File: config.mk
export PLATFORM = sky130hd
export DESIGN_NAME = uio_cfg_decoder
export DESIGN_NICKNAME = d
export VERILOG_FILES = /design/src/rtl/uio_pkg.sv /design/src/rtl/uio_cfg_decoder.sv
export SDC_FILE = /design/constraint.sdc
export NUM_CORES = 1
export LEC_CHECK = 0
export BUFFER_PORTS_ARGS = -buffer_cell sky130_fd_sc_hd__buf_2
export CAP_MARGIN = 0
export CORE_MARGIN = 4
export CORE_UTILIZATION = 50
export DETAILED_ROUTE_END_ITERATION = 10
export GPL_ROUTABILITY_DRIVEN = 0
export PLACE_DENSITY = 0.79
export SYNTH_ARGS = -nofsm -noshare
export SYNTH_HDL_FRONTEND = slang
export SYNTH_SLANG_ARGS = --single-unit
File: constraint.sdc
create_clock -name clk_sys -period 2.6 [get_ports clk_sys]
set_clock_uncertainty 0.05 [all_clocks]
set_input_delay 0.26 -clock clk_sys [delete_from_list [all_inputs] [get_ports clk_sys]]
set_output_delay 0.26 -clock clk_sys [all_outputs]
set_load 0.005 [all_outputs]
File: src/rtl/uio_pkg.sv
// Shared definitions for the HPS user-I/O command channel: command codes,
// config bit positions, decoder states and the status read-back word.
package uio_pkg;

    localparam logic [7:0] UIO_CMD_CFG  = 8'h01;
    localparam logic [7:0] UIO_CMD_CFGN = 8'h02;
    localparam logic [7:0] UIO_CMD_STAT = 8'h03;

    localparam int CFG_DVI    = 7;
    localparam int CFG_A96K   = 6;
    localparam int CFG_YPBPR  = 5;
    localparam int CFG_CSYNC  = 3;
    localparam int CFG_VGASCL = 2;

    typedef enum logic [2:0] {
        IDLE = 3'd0,
        CMD  = 3'd1,
        WR1  = 3'd2,
        WRN  = 3'd3,
        STAT = 3'd4,
        SKIP = 3'd5
    } uio_state_e;

    // Status word presented for a given read-back slot.
    function automatic logic [15:0] stat_word(
        input logic [1:0]  idx,
        input logic [15:0] ver,
        input logic        btn_osd,
        input logic        btn_user
    );
        case (idx)
            2'd0:    stat_word = ver;
            2'd1:    stat_word = {14'd0, btn_osd, btn_user};
            default: stat_word = 16'h0000;
        endcase
    endfunction

endpackage

File: src/rtl/uio_cfg_decoder.sv
// UIO command decoder: owns the main config word, the extended config bank
// and the status read-back path toward the HPS.
module uio_cfg_decoder
    import uio_pkg::*;
#(
    parameter int          CFG_WORDS = 4,
    parameter logic [15:0] VER       = 16'h0001
) (
    input  logic                      clk_sys,
    input  logic                      reset,
    input  logic                      io_uio,
    input  logic                      io_strobe,
    input  logic [15:0]               io_din,
    output logic [15:0]               io_dout,
    input  logic                      btn_user,
    input  logic                      btn_osd,
    output logic [15:0]               cfg,
    output logic [16*CFG_WORDS-1:0]   cfg_bank,
    output logic                      cfg_ready,
    output logic                      cfg_stb
);

    logic                        old_strobe_r;
    logic                        stb_edge_s;
    uio_state_e                  state_r;
    logic [4:0]                  index_r;
    logic [4:0]                  stat_next_s;
    logic [15:0]                 cfg_r;
    logic [15:0]                 io_dout_r;
    logic [CFG_WORDS-1:0][15:0]  bank_r;
    logic                        cfg_ready_r;
    logic                        cfg_stb_r;

    assign stb_edge_s = io_strobe & ~old_strobe_r;

    // Next read-back slot; the index parks at 3 once past the defined words.
    always_comb begin
        stat_next_s = 5'd3;
        if (index_r < 5'd3) begin
            stat_next_s = index_r + 5'd1;
        end else begin
            stat_next_s = 5'd3;
        end
    end

    // Strobe edge history, command FSM and all registered outputs.
    always_ff @(posedge clk_sys) begin
        if (reset) begin
            old_strobe_r <= 1'b0;
            state_r      <= IDLE;
            index_r      <= 5'd0;
            cfg_r        <= 16'h0000;
            io_dout_r    <= 16'h0000;
            bank_r       <= '0;
            cfg_ready_r  <= 1'b0;
            cfg_stb_r    <= 1'b0;
        end else begin
            old_strobe_r <= io_strobe;
            cfg_stb_r    <= 1'b0;
            // Abort has priority over any word arriving in the same cycle.
            if (!io_uio) begin
                state_r   <= IDLE;
                index_r   <= 5'd0;
                io_dout_r <= 16'h0000;
            end else begin
                case (state_r)
                    IDLE, CMD: begin
                        if (stb_edge_s) begin
                            index_r <= 5'd0;
                            case (io_din[7:0])
                                UIO_CMD_CFG:  state_r <= WR1;
                                UIO_CMD_CFGN: state_r <= WRN;
                                UIO_CMD_STAT: begin
                                    state_r   <= STAT;
                                    io_dout_r <= VER;
                                end
                                default:      state_r <= SKIP;
                            endcase
                        end else begin
                            state_r <= CMD;
                        end
                    end
                    WR1: begin
                        if (stb_edge_s) begin
                            cfg_r       <= io_din;
                            cfg_ready_r <= 1'b1;
                            cfg_stb_r   <= 1'b1;
                            state_r     <= SKIP;
                        end
                    end
                    WRN: begin
                        if (stb_edge_s && (index_r < 5'(CFG_WORDS))) begin
                            for (int i = 0; i < CFG_WORDS; i++) begin
                                if (index_r == 5'(i)) begin
                                    bank_r[i] <= io_din;
                                end
                            end
                            cfg_stb_r <= 1'b1;
                            index_r   <= index_r + 5'd1;
                        end
                    end
                    STAT: begin
                        if (stb_edge_s) begin
                            index_r   <= stat_next_s;
                            io_dout_r <= stat_word(stat_next_s[1:0], VER, btn_osd, btn_user);
                        end
                    end
                    SKIP: begin
                        state_r <= SKIP;
                    end
                    default: begin
                        state_r <= IDLE;
                    end
                endcase
            end
        end
    end

    assign io_dout   = io_dout_r;
    assign cfg       = cfg_r;
    assign cfg_bank  = bank_r;
    assign cfg_ready = cfg_ready_r;
    assign cfg_stb   = cfg_stb_r;

endmodule

==> flow_summary.toml, run 1 <==
[synth]
async_flop_share_pct = 0
ys_types = 37
synth_top_area_share_pct = 50.0
yosysWarnings = 0
ys_ff_latch = 93
synth_area_leaders = "dfxtp_1 50%, mux2i_1 22%, nor2_1 8.6%"
synth_top_area_cell = "dfxtp_1"
synth-edff-count = 0
netlist_area_um2 = 3720
syn_inst = 364
synthFlopType = "dfxtp_1"
avgSynthCellArea_um2 = 10.2
yosysSeqAreaShare_pct = 50.0

[sta]
period_needed_ps = 2320
max_freq_mhz = 432
holdWs_ps = 155
hold_violations = 0
slew_headroom_pct = 44.0
tightest_slew_ps = 840
fin_setup_tns_ps = 0
finalMaxSlewViolations = 0
setup_ws_ps = 284
grt_setup_unrepaired = "false"
period_share_pct = 89.1
setup_viol = 0

[clocking]
insertion_delay_ps = 350
clock_sinks = 93
root_buffer = "clkbuf_8"
hold_buffers = 0
cts_resized = 0
clock_path_buffers = 2
htreeDepth = 3
post_cts_buffers = 0
cts.clk_slew.worst_paths_ps = 90
numCtsBuffers = 9
cts_tree = "done"

[pwr]
p_int_w = 0.00187
ir_worst_vdd_uv = 391
combPwrFrac_pct = 4.3
pwr-share-clk_pct = 37.4
p_sw_w = 0.000589
sw_frac_of_total_pct = 24.0
p_leak_nw = 2.62
power_density_nw_per_um2 = 557
seq_power_share_pct = 58.4

[floorplan]
coreArea_um2 = 7250
die_y_um = 94.3
start_util_pct = 51.3
fp.dieW_um = 94.3
die-area_um2 = 8890
rows = 31
num_io_pins = 120

[placement]
post-place-ws_ps = 290
place_inst = 548
portBuffers = 105
dpl.hpwl_mm = 6.04

[detailed_routing]
dr_total_vias = 2829
viasPerCell = 5.02
ant_nets = 0
drc = 0
wl_per_cell_um = 15.1
firstDrtPassIters = 4
drtIter0Drc = 119
wirelength_mm = 8.52

[worst_setup_path]
crit_required_ps = 2750
critPathKind = "flop to flop"
critical_path.max_stage_delay_ps = 710
start_kind = "flop"
crit_path_end_kind = "flop"
path_delay_family = "simple AND/OR/NAND/NOR gates"
slowest_stage = "nand4_2"
arrival_ps = 2470
path_buf_inv = 0
path_cells = "nor4b_4, nand4_2, mux2i_1, nor2_1"
worstPathMaxFanout = 16

[layout]
syn2layout_area_growth_pct = 18.4
fin_util_pct = 60.8
fillers = 639
diodes = 0
drive_gt1_share_pct = 28.4
nets = 486
fin_cells = 564

[outcome]
status = "finished, final reports clean"

[grt]
grt_antenna_before_repair = 0
track_usage_pct = 19.5
gr-total-overflow = 0
grt_pass1_wl_mm = 13.4
grt_max_degree = 84
grt_pass1_vias = 2757

[hold_path]
hold_path.class = "input port to flop"

[job]
cap_violations = 0
## final cells by class
| class | instances | area, um2 | share of cell area (%) |
|---|---|---|---|
| tap | 99 | 124 | 2.81 |
| multi-input combinational | 241 | 1650 | 37.5 |
| sequential | 93 | 1860 | 42.2 |
| clock inverter | 5 | 41.3 | 0.937 |
| inverter | 6 | 22.5 | 0.511 |
| timing repair buffer | 109 | 556 | 12.6 |
| clock buffer | 11 | 151 | 3.44 |
## Yosys cell counts (4+ instances only)
library cell	instances
dfxtp_1	93
clkbuf_1	14
nand2_1	4
buf_6	4
ha_1	4
nand2b_1	4
nor2_1	85
buf_4	17
inv_1	6
mux2i_1	82
o21ai_0	5
a21oi_1	8
nand4_2	4
## power by group through the flow
stage | clock, W | combinational, W | sequential (W)
finish | 0.000918 | 0.000105 | 0.00143
global route | 0.00100 | 0.000116 | 0.00143
CTS | 0.000939 | 0.000104 | 0.00143
detailed placement | 0 | 0.000104 | 0.00147
global placement | 0 | 0.000102 | 0.00147
floorplan | 0 | 0.0000785 | 0.00146
## final timing paths
check	start	to	slack (ps)	cells after the start
hold reg to reg	io_dout[1]$_SDFFE_PP0P_	io_dout[1]$_SDFFE_PP0P_	410	2
setup / recovery	state_r[0]$_SDFFE_PP0P_	cfg_bank[38]$_SDFFE_PP0P_	280	4
setup reg to reg	state_r[0]$_SDFFE_PP0P_	cfg_bank[38]$_SDFFE_PP0P_	280	4
hold / removal	io_strobe	old_strobe_r$_SDFF_PP0_	150	2
## cells in the final DEF (no fill, tap or decap)
cell	count
nor4b_1	2
clkbuf_8	11
mux2i_1	82
nor3_1	1
nand4_1	2
nor2_1	85
inv_1	6
buf_4	4
nand3_1	2
conb_1	14
nand2b_1	4
nand2_1	4
a31oi_1	1
o211a_1	2
xor2_1	1
clkinvlp_4	2
nor4_1	1
a21oi_1	8
o2111a_1	1
nand4_2	4
nand3b_1	2
ha_1	4
o2111ai_1	1
or2_2	1
and4bb_2	1
dfxtp_1	93
and2_1	1
buf_2	105
a41o_1	1
o31ai_1	1
nor3b_1	1
a211oi_1	2
o21ai_0	5
nor4b_4	1
nor2b_1	2
clkinv_4	1
or3_1	2
a41oi_1	2
inv_6	2
## cells by family (layout without fill, tap and decap cells)
logic type / after synthesis / after routing / synth area share [%]
xor gates and xnor gates: 1 / 1 / 0.235
muxes: 82 / 82 / 22.1
adders and majority gates: 4 / 4 / 1.35
and+or+nand+nor: 116 / 116 / 15.0
buffers and inverters: 43 / 131 / 6.93
AOI/OAI and AO/OA: 24 / 24 / 4.34
other: 1 / 14 / 0.101
DFF: 93 / 93 / 50.0
## flip-flops by register name, summed over array words and instances (netlist names)
name          flops
cfg_bank         64
io_dout           2
cfg_stb           1
cfg              16
old_strobe_r      1
index_r           5
cfg_ready         1
state_r           3
## stage by stage
stage	power [W]	instance area [um2]
6_report	0.00246	4410
2_1_floorplan	0.00154	3770
5_1_grt	0.00255	4410
4_1_cts	0.00248	4410
3_5_place_dp	0.00157	4210
3_3_place_gp	0.00157	4210
## per-layer routing
metal / vias up / part of all wire (%) / wire, um / track usage (%)
li1: 1399 / - / - / -
met1: 1317 / 42 / 3550 / 23.2
met2: 98 / 48 / 4080 / 32.2
met3: 15 / 8.0 / 684 / 6.41
met4: 0 / 2.4 / 202 / 8.42
met5: - / 0 / 0 / 0
Note: power is estimated with default switching activity, not from simulation.
==> run 2, diff against run 1 <==
--- a/config.mk
+++ b/config.mk
@@ -8,10 +8,10 @@
 export BUFFER_PORTS_ARGS = -buffer_cell sky130_fd_sc_hd__buf_2
 export CAP_MARGIN = 0
 export CORE_MARGIN = 4
-export CORE_UTILIZATION = 50
+export CORE_UTILIZATION = 40
 export DETAILED_ROUTE_END_ITERATION = 10
 export GPL_ROUTABILITY_DRIVEN = 0
-export PLACE_DENSITY = 0.79
+export PLACE_DENSITY = 0.65
 export SYNTH_ARGS = -nofsm -noshare
 export SYNTH_HDL_FRONTEND = slang
 export SYNTH_SLANG_ARGS = --single-unit
==> run 2 against run 1 <==
Critical path depth is 1 higher. Flip-flop and latch count unchanged. Core utilization shrank 10 points. Power grew 5.5%. Via count decreased by 0.14%. Hold slack better by 5.6 ps. Highest routed layer unchanged. Fmax up 28%. Largest power group unchanged.
==> flow_summary.toml, run 2 (synthesis results as in run 1) <==
[floorplan]
start_util_pct = 41.9
die-area_um2 = 10900
rows = 34
die_y_um = 104
fp.dieW_um = 104
coreArea_um2 = 8890
num_io_pins = 120

[clocking]
hold_buffers = 0
insertion_delay_ps = 350
cts_resized = 0
cts.clk_slew.worst_paths_ps = 90
htreeDepth = 3
clock_sinks = 93
numCtsBuffers = 9
root_buffer = "clkbuf_8"
clock_path_buffers = 2
post_cts_buffers = 0
cts_tree = "done"

[worst_setup_path]
critPathKind = "flop to flop"
crit-reg2reg-launch = "state_r[2]$_SDFFE_PP0P_"
endpoint = "cfg[12]$_SDFFE_PP0P_"
r2r_cells = 5
start_kind = "flop"
r2r-end = "cfg[12]$_SDFFE_PP0P_"
crit_start = "state_r[2]$_SDFFE_PP0P_"
arrival_ps = 1950
worstPathMaxFanout = 17
crit_required_ps = 2750
crit_path_end_kind = "flop"
r2r_slack_ps = 800

[layout]
mostFrequentLayoutCell = "buf_2"
syn2layout_area_growth_pct = 20.1
fillers = 858
final_cell_mix = "105 x buf_2, 93 x dfxtp_1, 85 x nor2_1"
fin_util_pct = 50.3
largest_reg_flops = 64
nets = 490
drive_gt1_share_pct = 28.6
regArea_um2 = 1860
fin_cells = 577
diodes = 0
multi_input_area_um2 = 1650

[detailed_routing]
viasPerCell = 4.90
dr_total_vias = 2825
wirelength_mm = 8.97
drtIter0Drc = 87
firstDrtPassIters = 4
wl_per_cell_um = 15.6
drc = 0
ant_nets = 0

[sta]
grt_setup_unrepaired = "false"
holdWs_ps = 161
hold_violations = 0
max_freq_mhz = 554
tightest_slew_ps = 857
setup_viol = 0
period_share_pct = 69.4
period_needed_ps = 1800
fin_setup_tns_ps = 0
slew_headroom_pct = 42.9
finalMaxSlewViolations = 0

[outcome]
status = "finished, final reports clean"

[grt]
grt_antenna_before_repair = 0
track_usage_pct = 16.7
grt_max_degree = 84
grt_pass1_wl_mm = 14.8
gr-total-overflow = 0
grt_pass1_vias = 2846

[placement]
dpl.hpwl_mm = 6.34
portBuffers = 105
place_inst = 561

[job]
cap_violations = 0

[hold_path]
hold_path.class = "input port to flop"

[pwr]
ir_worst_vdd_uv = 418
power_density_nw_per_um2 = 580
p_leak_nw = 2.65
## run 2: stage by stage
| stage | area [um2] | power [W] | worst slack, ps |
|---|---|---|---|
| after floorplan | 3770 | 0.00154 | 941 |
| after global placement | 4260 | 0.00157 | 857 |
| after detailed placement | 4260 | 0.00157 | 811 |
| after CTS | 4470 | 0.00262 | 791 |
| after global routing | 4470 | 0.00270 | 632 |
| final | 4470 | 0.00259 | 795 |
## run 2: cell type report
class	instances	share of cell area (%)
repair buffers	113	13.1
flip-flops and latches	93	41.6
well taps	108	3.02
clock inverters	5	1.88
multi-input cells	241	36.9
inverters	6	0.504
clock buffers	11	2.94
## run 2: report_power, final
part           total, W  switching, W  internal [W]
logic          0.000106     0.0000749     0.0000311
clock network   0.00105      0.000506      0.000547
registers       0.00143    0.00000683       0.00143
total           0.00259      0.000587       0.00200
## run 2: worst max-delay path: stages (launching register included)
cell and delay (ps):
dfxtp_1 530, and4bb_2 350, nand3b_1 100, buf_4 320, mux2i_1 240, nor2_1 60
## run 2: worst min-delay path by stage
stage / from / end / slack (ps) / cells past startpoint
floorplan: io_strobe / old_strobe_r$_SDFF_PP0_ / 340 / 1
global placement: cfg_ready$_SDFFE_PP0P_ / cfg_ready$_SDFFE_PP0P_ / 380 / 2
detailed placement: io_dout[1]$_SDFFE_PP0P_ / io_dout[1]$_SDFFE_PP0P_ / 400 / 2
CTS: io_din[14] / cfg_bank[30]$_SDFFE_PP0P_ / 140 / 3
global route: io_strobe / old_strobe_r$_SDFF_PP0_ / 160 / 2
finish: io_din[11] / cfg_bank[43]$_SDFFE_PP0P_ / 160 / 3
## run 2: metal layers
| metal | GRT usage (%) | routed length [um] | vias to the layer above |
|---|---|---|---|
| li1 | - | - | 1401 |
| met2 | 27.1 | 4250 | 76 |
| met5 | 0 | 0 | - |
| met4 | 5.51 | 105 | 0 |
| met3 | 5.52 | 592 | 9 |
| met1 | 20.9 | 4030 | 1339 |
==> run 3, diff against run 2 <==
==> constraint.sdc (replaced) <==
create_clock -name clk_sys -period 1.8 [get_ports clk_sys]
set_clock_uncertainty 0.05 [all_clocks]
set_input_delay 0.18 -clock clk_sys [delete_from_list [all_inputs] [get_ports clk_sys]]
set_output_delay 0.18 -clock clk_sys [all_outputs]
set_load 0.005 [all_outputs]
==> run 3 against run 2 <==
Global-route usage is 0.74 points lower. First-iteration DRC count up 55%. Largest power group unchanged. Worst setup slack got worse by 620 ps. Routed wire length fell by 1.3%. Die area stayed put. Critical path depth unchanged. Flip-flop and latch count unchanged. Sequential share of layout area decreased by 0.53 points. Design area up 1.3%. Clock-buffer cell count shrank 2.
==> flow_summary.toml, run 3 (synthesis results as in run 1) <==
[clocking]
post_cts_buffers = 0
numCtsBuffers = 9
clock_path_buffers = 2
cts.clk_slew.worst_paths_ps = 100
cts_resized = 0
insertion_delay_ps = 350
root_buffer = "clkbuf_8"
cts_tree = "done"
hold_buffers = 0
clock_sinks = 93
htreeDepth = 3

[sta]
setup_viol = 0
max_freq_mhz = 615
hold_violations = 0
setup_ws_ps = 175
grt_setup_unrepaired = "false"
period_needed_ps = 1630
period_share_pct = 90.3
finalMaxSlewViolations = 0
fin_setup_tns_ps = 0

[detailed_routing]
ant_nets = 0
drc = 0
firstDrtPassIters = 4
dr_total_vias = 2896
drtIter0Drc = 135
viasPerCell = 4.98
wl_per_cell_um = 15.2
wirelength_mm = 8.86

[worst_setup_path]
worstPathMaxFanout = 16
critical_path.max_stage_delay_ps = 480
path_buf_inv = 1
crit-reg2reg-launch = "index_r[4]$_SDFFE_PP0P_"
slowest_stage = "nor4b_4"
critPathKind = "flop to flop"
arrival_ps = 1800
crit_path_end_kind = "flop"
path_delay_family = "simple AND/OR/NAND/NOR gates"
r2r_cells = 5
start_kind = "flop"
r2r_slack_ps = 170
crit_required_ps = 1970
path_cells = "nor4b_4, nand4_2, buf_4, mux2i_1, nor2_1"
r2r-end = "cfg_bank[22]$_SDFFE_PP0P_"

[layout]
nets = 495
drive_gt1_share_pct = 29.7
largest_reg_flops = 64
diodes = 0
syn2layout_area_growth_pct = 21.7
fin_util_pct = 50.9
final_cell_mix = "105 x buf_2, 93 x dfxtp_1, 85 x nor2_1"
mostFrequentLayoutCell = "buf_2"

[placement]
portBuffers = 105
dpl.hpwl_mm = 6.23
post-place-ws_ps = 175

[grt]
gr-total-overflow = 0
track_usage_pct = 16.0
grt_max_degree = 84
grt_pass1_vias = 2708
grt_pass1_wl_mm = 14.2
grt_antenna_before_repair = 0

[outcome]
status = "finished, final reports clean"

[hold_path]
hold_path.class = "input port to flop"
worstHoldEndpoint = "cfg_bank[58]$_SDFFE_PP0P_"
min_from = "io_din[10]"
whs_path_depth = 3

[floorplan]
die-area_um2 = 10900
rows = 34
die_y_um = 104
num_io_pins = 120
coreArea_um2 = 8890
start_util_pct = 41.9
fp.dieW_um = 104

[job]
cap_violations = 0

[pwr]
power_density_nw_per_um2 = 802
ir_worst_vdd_uv = 486
p_leak_nw = 2.70
[run 3: cell count changes in the layout (fill, tap and decap cells not counted)]
cell,change
buf_12,+3
buf_4,+2
clkinv_2,+3
clkinvlp_4,-2
clkbuf_1,-2
bufinv_16,-1
inv_8,+1
clkinv_4,+1
[run 3: where the power goes]
group | switching, W | total, W | internal [W]
sequential | 0.00000487 | 0.00207 | 0.00206
combinational | 0.000115 | 0.000170 | 0.0000542
clock | 0.000744 | 0.00140 | 0.000653
total | 0.000864 | 0.00363 | 0.00277
[run 3: worst max-delay path by stage]
stage / startpoint / to / slack [ps] / depth (start not counted)
after global routing: index_r[4]$_SDFFE_PP0P_ / cfg_bank[22]$_SDFFE_PP0P_ / 30 / 5
after detailed placement: io_din[6] / io_dout[1]$_SDFFE_PP0P_ / 170 / 6
after floorplan: state_r[1]$_SDFFE_PP0P_ / cfg_bank[10]$_SDFFE_PP0P_ / 140 / 7
after global placement: index_r[4]$_SDFFE_PP0P_ / cfg_bank[29]$_SDFFE_PP0P_ / 230 / 5
final: index_r[4]$_SDFFE_PP0P_ / cfg_bank[22]$_SDFFE_PP0P_ / 170 / 5
after CTS: index_r[4]$_SDFFE_PP0P_ / cfg_bank[34]$_SDFFE_PP0P_ / 170 / 5
[run 3: cell type report]
cell class	instances	area, um2
fill	856	4360
clock buffer	9	124
clock inverter	7	73.8
multi-input combinational	241	1650
inverter	6	22.5
sequential	93	1860
timing repair buffer	118	661
tap	108	135
[run 3: per-layer routing]
| layer | up-vias | wire length (um) | track usage [%] |
|---|---|---|---|
| met5 | - | 0 | 0 |
| li1 | 1411 | - | - |
| met1 | 1379 | 3890 | 20.0 |
| met3 | 6 | 748 | 5.71 |
| met2 | 100 | 4150 | 25.6 |
| met4 | 0 | 68 | 5.13 |
[run 3: worst reg2reg max path, cell delays in order (launching register included)]
cell	delay [ps]
dfxtp_1	350
nor4b_4	480
nand4_2	140
buf_4	250
mux2i_1	180
nor2_1	50
[run 3: through the flow]
stage | total power (W) | hold WS [ps] | instance area, um2 | cells
3_3_place_gp | 0.00228 | 383 | 4330 | 566
5_1_grt | 0.00379 | 60.8 | 4530 | 582
4_1_cts | 0.00368 | 58.1 | 4530 | 582
2_1_floorplan | 0.00223 | 258 | 3770 | 377
6_report | 0.00363 | 76.7 | 4530 | 582
3_5_place_dp | 0.00228 | 390 | 4330 | 566
